$ cat config.mk
export PLATFORM = sky130hd
export DESIGN_NAME = dmem_arbiter
export DESIGN_NICKNAME = d
export VERILOG_FILES = /design/src/rtl/dmem_arbiter.sv
export SDC_FILE = /design/constraint.sdc
export NUM_CORES = 1
export LEC_CHECK = 0
export ABC_AREA = 0
export CAP_MARGIN = 20
export CORE_MARGIN = 1.5
export CORE_UTILIZATION = 44
export CTS_BUF_LIST = sky130_fd_sc_hd__clkbuf_16
export DETAILED_ROUTE_END_ITERATION = 10
export PLACE_DENSITY = 0.9
export SLEW_MARGIN = 20
export SYNTH_ARGS = -nofsm -noshare
export SYNTH_HDL_FRONTEND = slang
export SYNTH_SLANG_ARGS = --single-unit
$ cat constraint.sdc
create_clock -name clk -period 10.05 [get_ports clk]
set_input_delay 1.5075 -clock clk [delete_from_list [all_inputs] [get_ports clk]]
set_output_delay 1.5075 -clock clk [all_outputs]
set_load 0.1 [all_outputs]
$ cat src/rtl/dmem_arbiter.sv
// Two-port arbiter in front of the single-port data memory.
// Each grant runs IDLE -> ACCESS -> RESP: one memory cycle, then a one-cycle ack.
module dmem_arbiter #(
  parameter int DEPTH = 1024,
  parameter bit RR_EN = 1'b1
) (
  input  logic        clk,
  input  logic        reset,
  input  logic        p0_req,
  input  logic        p0_we,
  input  logic [31:0] p0_addr,
  input  logic [31:0] p0_wdata,
  output logic        p0_ack,
  output logic [31:0] p0_rdata,
  output logic        p0_err,
  output logic        p0_stall,
  input  logic        p1_req,
  input  logic        p1_we,
  input  logic [31:0] p1_addr,
  input  logic [31:0] p1_wdata,
  output logic        p1_ack,
  output logic [31:0] p1_rdata,
  output logic        p1_err,
  output logic        mem_write,
  output logic        mem_read,
  output logic [31:0] mem_address,
  output logic [31:0] mem_write_data,
  input  logic [31:0] mem_data_read
);

  localparam logic [31:0] LP_DEPTH = 32'(DEPTH);

  typedef enum logic [1:0] {IDLE, ACCESS, RESP} state_t;

  state_t      r_state;
  state_t      w_state_nxt;
  logic        r_rr_last;
  logic        r_win;
  logic        r_we;
  logic        r_err;
  logic [31:0] r_addr;
  logic [31:0] r_wdata;
  logic [31:0] r_p0_rdata;
  logic [31:0] r_p1_rdata;

  logic        w_any_req;
  logic        w_win;
  logic        w_sel_we;
  logic [31:0] w_sel_addr;
  logic [31:0] w_sel_wdata;
  logic        w_access;
  logic        w_mem_rd;

  // w_win: 0 = port 0, 1 = port 1; a lone requester always wins
  always_comb begin
    w_any_req = p0_req | p1_req;
    w_win     = ~p0_req;
    if (RR_EN && p0_req && p1_req)
      w_win = ~r_rr_last;
    w_sel_we    = w_win ? p1_we    : p0_we;
    w_sel_addr  = w_win ? p1_addr  : p0_addr;
    w_sel_wdata = w_win ? p1_wdata : p0_wdata;
  end

  always_comb begin
    w_state_nxt = r_state;
    case (r_state)
      IDLE:    if (w_any_req) w_state_nxt = ACCESS;
      ACCESS:  w_state_nxt = RESP;
      RESP:    w_state_nxt = IDLE;
      default: w_state_nxt = IDLE;
    endcase
  end

  always_ff @(posedge clk or posedge reset) begin
    if (reset)
      r_state <= IDLE;
    else
      r_state <= w_state_nxt;
  end

  // Out-of-range accesses keep every memory strobe low
  assign w_access = (r_state == ACCESS) & ~r_err;
  assign w_mem_rd = w_access & ~r_we;

  always_ff @(posedge clk or posedge reset) begin
    if (reset) begin
      r_rr_last  <= 1'b1;
      r_win      <= 1'b0;
      r_we       <= 1'b0;
      r_err      <= 1'b0;
      r_addr     <= '0;
      r_wdata    <= '0;
      r_p0_rdata <= '0;
      r_p1_rdata <= '0;
    end else begin
      if (r_state == IDLE && w_any_req) begin
        r_win     <= w_win;
        r_rr_last <= w_win;
        r_we      <= w_sel_we;
        r_addr    <= w_sel_addr;
        r_wdata   <= w_sel_wdata;
        r_err     <= (w_sel_addr >= LP_DEPTH);
      end
      if (w_mem_rd) begin
        if (r_win)
          r_p1_rdata <= mem_data_read;
        else
          r_p0_rdata <= mem_data_read;
      end
    end
  end

  assign mem_write      = w_access & r_we;
  assign mem_read       = w_mem_rd;
  assign mem_address    = w_access ? r_addr  : '0;
  assign mem_write_data = w_access ? r_wdata : '0;

  assign p0_ack   = (r_state == RESP) & ~r_win;
  assign p1_ack   = (r_state == RESP) &  r_win;
  assign p0_err   = p0_ack & r_err;
  assign p1_err   = p1_ack & r_err;
  assign p0_rdata = r_p0_rdata;
  assign p1_rdata = r_p1_rdata;
  assign p0_stall = p0_req & ~p0_ack;

endmodule

==> metrics.txt, run 1 <==
status=complete, no violations; Critical Path Fanout Max=3; DR vias/cell=4.99; pin count of the biggest net entering global routing=74; CTS tree=yes; Setup Skew=0.00534 ns; Sequential Power Share=0.390; post-synthesis sequential area ratio=0.533; Power Density=200 nW/µm²; crit share post-route=0.484; combinational power share=0.302; Mapped Cells=531; Ant. Diodes=0; Worst-path clk slew=0.06 ns; RD Place Congestion=0.800; die area=15000 µm²; Die Ht=123 µm; Boundary Pins=301; max cap viols=0; row cnt=43; Die W=123 µm; # resized after CTS=0; initial antenna violation count=0; Worst slew margin=0.271; depth of the CTS H-tree=4; Pre-Repair DR Iteration Count=4; Final Setup Violations=0; Total Wirelength=17.1 mm; routed length per instance=16.9 µm; Worst IR Drop VDD=0.192 mV; DRC violations left=0; clock root buffer=clkbuf_16; Congestion Overflow GR=0; core area=13900 µm²; EDFF count, synth=0; sum of negative setup slack=0 ns; Tmin final=4.86 ns; synth unique cells=29; Primary FF master, synth=dfrtp_1; fmax=206 MHz; GR Util All Layers=0.225; Slew @ Worst Pin=1.09 ns; Initial Util=0.452; startpoint types=primary input; Port Buffers=300; layout cells sized above 1=0.131; syn nets=697; average size of a mapped cell=11.9 µm²; clock sink count=134; WS Path Type=in -> out; Slew Viols, Final=0; Cell Area, Synth=6300 µm²; Pint=1310 µW; number of hold buffers added after cts=0; vias in the first global route=5026; Seq cells post-synth=134; pre-CTS setup slack=5.22 ns; Synth async-reset ratio=1.00; fillers=953; post-DP HPWL=12.3 mm; Vias=5047; RSZ-0062 raised after global routing=false; post-CTS setup buffer count=0; DR iter-0 viols=195; Post-DRT Antenna Nets=0; Area Overhead vs Synth=58.4%; crit path DAT=3.36 ns; later-pin clock latency in the skew report=0.40 ns; min-delay worst type=reg -> reg; nets=986; first-pass GRT wire length=25.9 mm; CTS max path bufs=2; total CTS buffers=17; Worst setup EP type=output pin; Fin. Hold Viols=0; final worst slack=5.19 ns; Sw Ratio=0.344; Synth Warn #=0; Clock power frac=0.309; Critical Path RT=8.54 ns; sw power=686 µW; Leak=0.00430 µW
[power groups by stage]
stage / clock network (µW) / logic, µW / registers (µW)
finish: 616 / 602 / 778
global route: 652 / 652 / 798
CTS: 627 / 607 / 779
detailed placement: 0 / 605 / 786
global placement: 0 / 588 / 777
floorplan: 0 / 328 / 869
[worst paths after layout]
check                        startpoint      endpoint  slack [ns]  cells after the start
setup / recovery                 p0_req      p0_stall        5.19                      3
hold / removal             p1_rdata[25]  p1_rdata[25]        0.49                      1
setup reg to reg             r_state[0]  p0_rdata[30]        7.05                      6
hold reg to reg            p1_rdata[25]  p1_rdata[25]        0.49                      1
max in group asynchronous         reset    r_addr[24]        7.20                      3
min in group asynchronous         reset  p0_rdata[12]        1.54                      2
[placed cells by master (no fill, tap or decap)]
master,synthesis,routed
mux2_1,2,2
inv_1,2,2
o41ai_1,1,1
inv_6,0,1
a31oi_1,1,1
mux2_2,34,34
or4_1,4,4
a21oi_1,66,66
buf_4,0,5
nor3_4,0,1
bufinv_16,0,3
buf_16,0,1
nor4_1,7,7
mux2_4,30,30
clkdlybuf4s50_1,0,300
and3b_1,1,1
clkinv_2,0,5
and2b_2,0,1
nor2b_1,1,1
nor2b_4,3,3
nor3b_1,1,1
nand2_2,1,1
o21ai_4,0,1
mux2i_1,65,65
nor2_1,69,69
nand4_1,1,1
and2_1,67,67
nand2_1,2,2
clkinv_4,0,5
dfstp_2,1,1
dfrtp_1,133,133
clkbuf_16,0,17
[routing by layer]
metal	global-route usage	up-vias	wire (µm)
met1	0.268	2411	7010
li1	-	2410	-
met2	0.391	209	8640
met3	0.0688	17	1280
met4	0.0705	0	210
met5	0	-	0
[layout make-up]
type / count / area, µm² / area share
repair buffers: 306 / 3070 / 0.307
clock inverters: 14 / 163 / 0.0163
inverters: 2 / 12.5 / 0.00125
clock buffers: 17 / 425 / 0.0426
well taps: 180 / 225 / 0.0226
multi-input cells: 359 / 2730 / 0.274
flip-flops and latches: 134 / 3350 / 0.336
[synthesized netlist by cell type (2+ instances only)]
cell type | number | area [µm²]
nor2b_4 | 3 | 41.3
mux2i_1 | 65 | 651
mux2_2 | 34 | 383
dfrtp_1 | 133 | 3330
nor2_1 | 69 | 259
buf_12 | 3 | 60.1
nand2_1 | 2 | 7.51
clkbuf_1 | 15 | 56.3
and2_1 | 67 | 419
or4_1 | 4 | 30.0
mux2_4 | 30 | 450
buf_1 | 5 | 18.8
a21oi_1 | 66 | 330
nor4_1 | 7 | 43.8
inv_1 | 2 | 7.51
mux2_1 | 2 | 22.5
buf_6 | 4 | 45.0
buf_2 | 9 | 45.0
[per-stage QoR]
stage,std cells,cell area [µm²],hold WS (ns),util,power [µW]
detailed placement,980,9360,0.481,0.672,1390
floorplan,531,6300,0.487,-,1200
global placement,980,9360,0.473,0.672,1360
CTS,1011,9950,0.494,0.714,2010
global route,1012,9980,0.515,0.716,2100
finish,1012,9980,0.491,0.716,2000
[registers in the layout, summed over array words and instances (netlist names)]
signal	cells
r_addr	32
p0_rdata	32
r_win	1
r_rr_last	1
p1_rdata	32
r_err	1
r_state	2
r_we	1
r_wdata	32
[cells by family after synthesis]
group / count (synthesis) / share of synthesized area
compound gates: 69 / 0.0556
buf+inv: 38 / 0.0370
flops: 134 / 0.533
mux: 131 / 0.239
simple gates: 159 / 0.136
[critical path, cell delays in order]
cell,delay (ns)
clkdlybuf4s50_1,0.54
nor2b_1,0.16
clkdlybuf4s50_1,1.14
(Power assumes the default switching activity.)
==> run 2, diff against run 1 <==
Settings changed: CORE_UTILIZATION 44 to 41, PLACE_DENSITY 0.9 to 0.85.
Clock period 10.05 ns to 4.55 ns, I/O delays scaled along.
==> run 2 against run 1 <==
Compared with the run above: sequential share of layout area increased by 0.33 points; clock-buffer cell count did not move; die area is 7.1% higher; clock power is 140% higher; combinational power grew 120%; core utilization fell by 6.1 points; register-to-register slack worse by 4.9 ns; largest cell class unchanged; largest power group unchanged; highest routed layer unchanged.
==> metrics.txt, run 2 (synthesis results as in run 1) <==
most frequent cells in the layout=clkdlybuf4s50_1 (234), dfrtp_1 (133), buf_4 (72); Critical Path RT=3.87 ns; Congestion Overflow GR=0; RD Place Congestion=0.823; later-pin clock latency in the skew report=0.41 ns; Sequential Power Share=0.376; Final Util=0.655; Fin. Hold Viols=0; Worst IR Drop VDD=0.490 mV; worst reg2reg setup slack=2.17 ns; max cap viols=0; Leak=0.00445 µW; Boundary Pins=301; combinational power share=0.293; crit share post-route=0.703; Vias=5009; pin count of the biggest net entering global routing=89; fmax=313 MHz; Worst setup EP type=output pin; Initial Util=0.417; Die Ht=127 µm; Worst-path clk slew=0.06 ns; fillers=1193; Pre-Repair DR Iteration Count=4; RR Startpoint=r_state[0]; vias in the first global route=4940; die area=16100 µm²; post-CTS setup buffer count=0; WHS Path Cells=1; layout cells sized above 1=0.215; nets=987; min-delay src=p1_rdata[26]; WS Path Type=in -> out; Worst Hold End=p1_rdata[26]; total CTS buffers=17; R2R depth=5; final worst slack=1.35 ns; startpoint types=primary input; Setup Skew=0.00843 ns; Critical Path Fanout Max=3; Ant. Diodes=0; Power Density=458 nW/µm²; depth of the CTS H-tree=4; pre-CTS setup slack=1.35 ns; Slew Viols, Final=0; row cnt=45; DR iter-0 viols=247; RSZ-0062 raised after global routing=false; status=complete, no violations; DR vias/cell=4.90; GR Util All Layers=0.212; core area=15100 µm²; reg2reg end=p0_rdata[30]; Pint=2970 µW; routed length per instance=16.6 µm; post-DP HPWL=12.3 mm; first-pass GRT wire length=26.4 mm; initial antenna violation count=0; most common cell after layout, fill and taps aside=clkdlybuf4s50_1; min-delay worst type=reg -> reg; DRC violations left=0; Total Wirelength=17.0 mm; Tmin final=3.20 ns; clock sink count=134; Worst slew margin=0.285; clock root buffer=clkbuf_16; CTS max path bufs=2; Die W=127 µm; crit path DAT=2.52 ns; Slew @ Worst Pin=1.07 ns; number of hold buffers added after cts=0; CTS tree=yes; Clock power frac=0.331; # resized after CTS=0; Post-DRT Antenna Nets=0; Port Buffers=300; Area Overhead vs Synth=56.9%; Final Setup Violations=0; sum of negative setup slack=0 ns; sw power=1550 µW; Sw Ratio=0.343
[run 2: cell count changes in the layout (fill, tap and decap cells not counted), sizes merged]
cell | before | now
buf | 6 | 73
clkdlybuf4s50 | 300 | 234
clkinv | 10 | 2
inv | 3 | 9
clkinvlp | 0 | 2
bufinv | 3 | 4
[run 2: critical path, stage by stage]
cell             delay [ns]
clkdlybuf4s50_1        0.54
nor2b_1                0.15
clkdlybuf4s50_1        1.14
[run 2: area by class of cell]
class	instances	area (µm²)	area share
repair buffers	307	2900	0.294
inverters	2	12.5	0.00127
clock inverters	15	216	0.0219
clock buffers	17	425	0.0431
well taps	188	235	0.0238
flip-flops and latches	134	3350	0.339
multi-input cells	359	2730	0.277
[run 2: through the flow]
step                      power [µW]  hold WS [ns]  area [µm²]  std cells
after floorplan                 2650         0.487        6300        531
after global placement          3010         0.474        9240        990
after detailed placement        3060         0.485        9240        990
after CTS                       4560         0.500        9880       1022
after global routing            4780         0.508        9880       1022
final                           4530         0.496        9880       1022
[run 2: how the worst max path moves through the flow]
stage / from / to / slack, ns / cells past startpoint
floorplan: reset / p0_rdata[0] / 0.29 / 1
finish: p0_req / p0_stall / 1.35 / 3
global placement: p0_req / p0_stall / 1.35 / 3
detailed placement: p0_req / p0_stall / 1.35 / 3
global route: r_state[1] / p0_err / 1.27 / 3
CTS: p0_req / p0_stall / 1.35 / 3
[run 2: routing by layer]
metal	vias up	global-route usage	share of wire
met1	2355	0.269	0.43
met5	-	0	0
li1	2419	-	-
met3	23	0.0641	0.068
met2	212	0.345	0.49
met4	0	0.0749	0.017
[run 2: power groups by stage]
stage          clock network, µW  logic, µW  registers [µW]
4_1_cts                     1520       1340            1710
3_3_place_gp                   0       1300            1710
6_report                    1500       1330            1700
3_5_place_dp                   0       1330            1720
2_1_floorplan                  0        726            1920
5_1_grt                     1590       1440            1750
==> run 3, diff against run 2 <==
Clock period 4.55 ns to 3.25 ns, I/O delays scaled along.
==> run 3 against run 2 <==
Compared with the run above: design area rose by 8.1%; clock power rose by 25%; cell count rose by 0.20%; sequential share of layout area fell by 2.5 points; routed wire length rose by 9.1%; die area did not move; setup slack got worse by 0.76 ns; non-clock buffer count rose by 2.
==> metrics.txt, run 3 (synthesis results as in run 1) <==
Die W=127 µm; Slew Viols, Final=0; Sequential Power Share=0.389; clock root buffer=clkbuf_16; Clock power frac=0.303; area of placed instances=10100 µm²; die area=16100 µm²; Die Ht=127 µm; most frequent cells in the layout=clkdlybuf4s50_1 (226), dfrtp_1 (133), buf_12 (70); DRC violations left=0; Critical Path, Cell by Cell=nor2b_4, nor2b_4, buf_4, and2_1, buf_12; Worst IR Drop VDD=0.494 mV; nets=989; most common cell after layout, fill and taps aside=clkdlybuf4s50_1; status=complete, no violations; Pint=4000 µW; fmax=376 MHz; Final Util=0.708; Worst-path clk slew=0.06 ns; crit share post-route=0.818; Worst slew margin=0.321; Setup Skew=0.0123 ns; Fin. Hold Viols=0; Sw Ratio=0.352; Boundary Pins=301; total CTS buffers=17; sw power=2170 µW; initial antenna violation count=1; crit-path max cell delay=0.49 ns; combinational power share=0.307; DR vias/cell=5.03; max cap viols=0; Post-DRT Antenna Nets=0; RSZ-0062 raised after global routing=false; Worst setup EP type=output pin; Power Density=578 nW/µm²; Layout Cells excl Fill=1024; sum of negative setup slack=0 ns; depth of the CTS H-tree=4; CTS tree=yes; # resized after CTS=0; post-CTS setup buffer count=0; clock sink count=134; Tmin final=2.66 ns; post-DP HPWL=13.7 mm; CTS max path bufs=2; later-pin clock latency in the skew report=0.42 ns; Final Setup Violations=0; WS Path Type=reg -> out; row cnt=45; Total Wirelength=18.5 mm; Port Buffers=300; Post-Place Cells=992; critical path buffer and inverter count=2; fin area=10700 µm²; vias in the first global route=5350; Ant. Diodes=0; startpoint types=flop; delay-heaviest family, CP=buffers and inverters; crit path DAT=2.17 ns; most used cell, CP=nor2b_4; Worst path slowest cell=buf_4; min-delay worst type=in -> async; Pre-Repair DR Iteration Count=4; layout cells sized above 1=0.225; GR Util All Layers=0.234; number of hold buffers added after cts=0; Congestion Overflow GR=0; Slew @ Worst Pin=1.02 ns; core area=15100 µm²; Vias=5155; first-pass GRT wire length=28.7 mm; routed length per instance=18.1 µm; RD Place Congestion=0.832; Leak=0.00464 µW; Initial Util=0.417; Area Overhead vs Synth=69.5%; DR iter-0 viols=274; pin count of the biggest net entering global routing=132; Critical Path Fanout Max=65; Critical Path RT=2.76 ns
==> run 3: worst paths after layout <==
check                      slack (ns)  cells after the start         from              to
hold / removal                   0.44                      2        reset    p0_rdata[13]
min in group clk                 0.50                      1  p1_rdata[9]     p1_rdata[9]
setup reg to reg                 0.97                      6   r_state[0]    p0_rdata[30]
setup / recovery                 0.59                      5   r_state[0]  mem_address[2]
max in group asynchronous        2.08                      3        reset       r_rr_last
hold reg to reg                  0.50                      1  p1_rdata[9]     p1_rdata[9]
==> run 3: routing by layer <==
| metal | part of all wire | up-vias | global-route usage |
|---|---|---|---|
| li1 | - | 2417 | - |
| met1 | 0.40 | 2493 | 0.268 |
| met2 | 0.51 | 223 | 0.410 |
| met3 | 0.073 | 20 | 0.0747 |
| met4 | 0.013 | 2 | 0.0829 |
| met5 | 0.00065 | - | 0 |
==> run 3: layout make-up <==
type | count | area (µm²)
Multi-Input combinational cell | 359 | 2730
Timing Repair Buffer | 309 | 3760
Clock inverter | 15 | 155
Sequential cell | 134 | 3350
Inverter | 2 | 11.3
Tap cell | 188 | 235
Fill cell | 1062 | 4410
Clock buffer | 17 | 425
==> run 3: worst reg2reg max path: cells and delay by family, from the launching register on <==
family                 cells  cell delay [ns]
DFF                        1             0.43
and+or+nand+nor            4             1.06
buffers and inverters      1             0.31
muxes                      1             0.35
==> run 3: through the flow <==
| step | setup slack (ns) | hold slack [ns] | power (µW) |
|---|---|---|---|
| floorplan | 0.170 | 0.487 | 3710 |
| global placement | 0.642 | 0.477 | 4240 |
| detailed placement | 0.699 | 0.492 | 4330 |
| CTS | 0.557 | 0.436 | 6230 |
| global route | 0.432 | 0.465 | 6520 |
| finish | 0.592 | 0.437 | 6170 |
==> run 3: power by group through the flow <==
stage               logic [µW]  registers (µW)  clock network (µW)
floorplan                 1020            2690                   0
global placement          1840            2400                   0
detailed placement        1900            2430                   0
CTS                       1910            2400                1920
global route              2060            2460                2000
finish                    1900            2400                1870
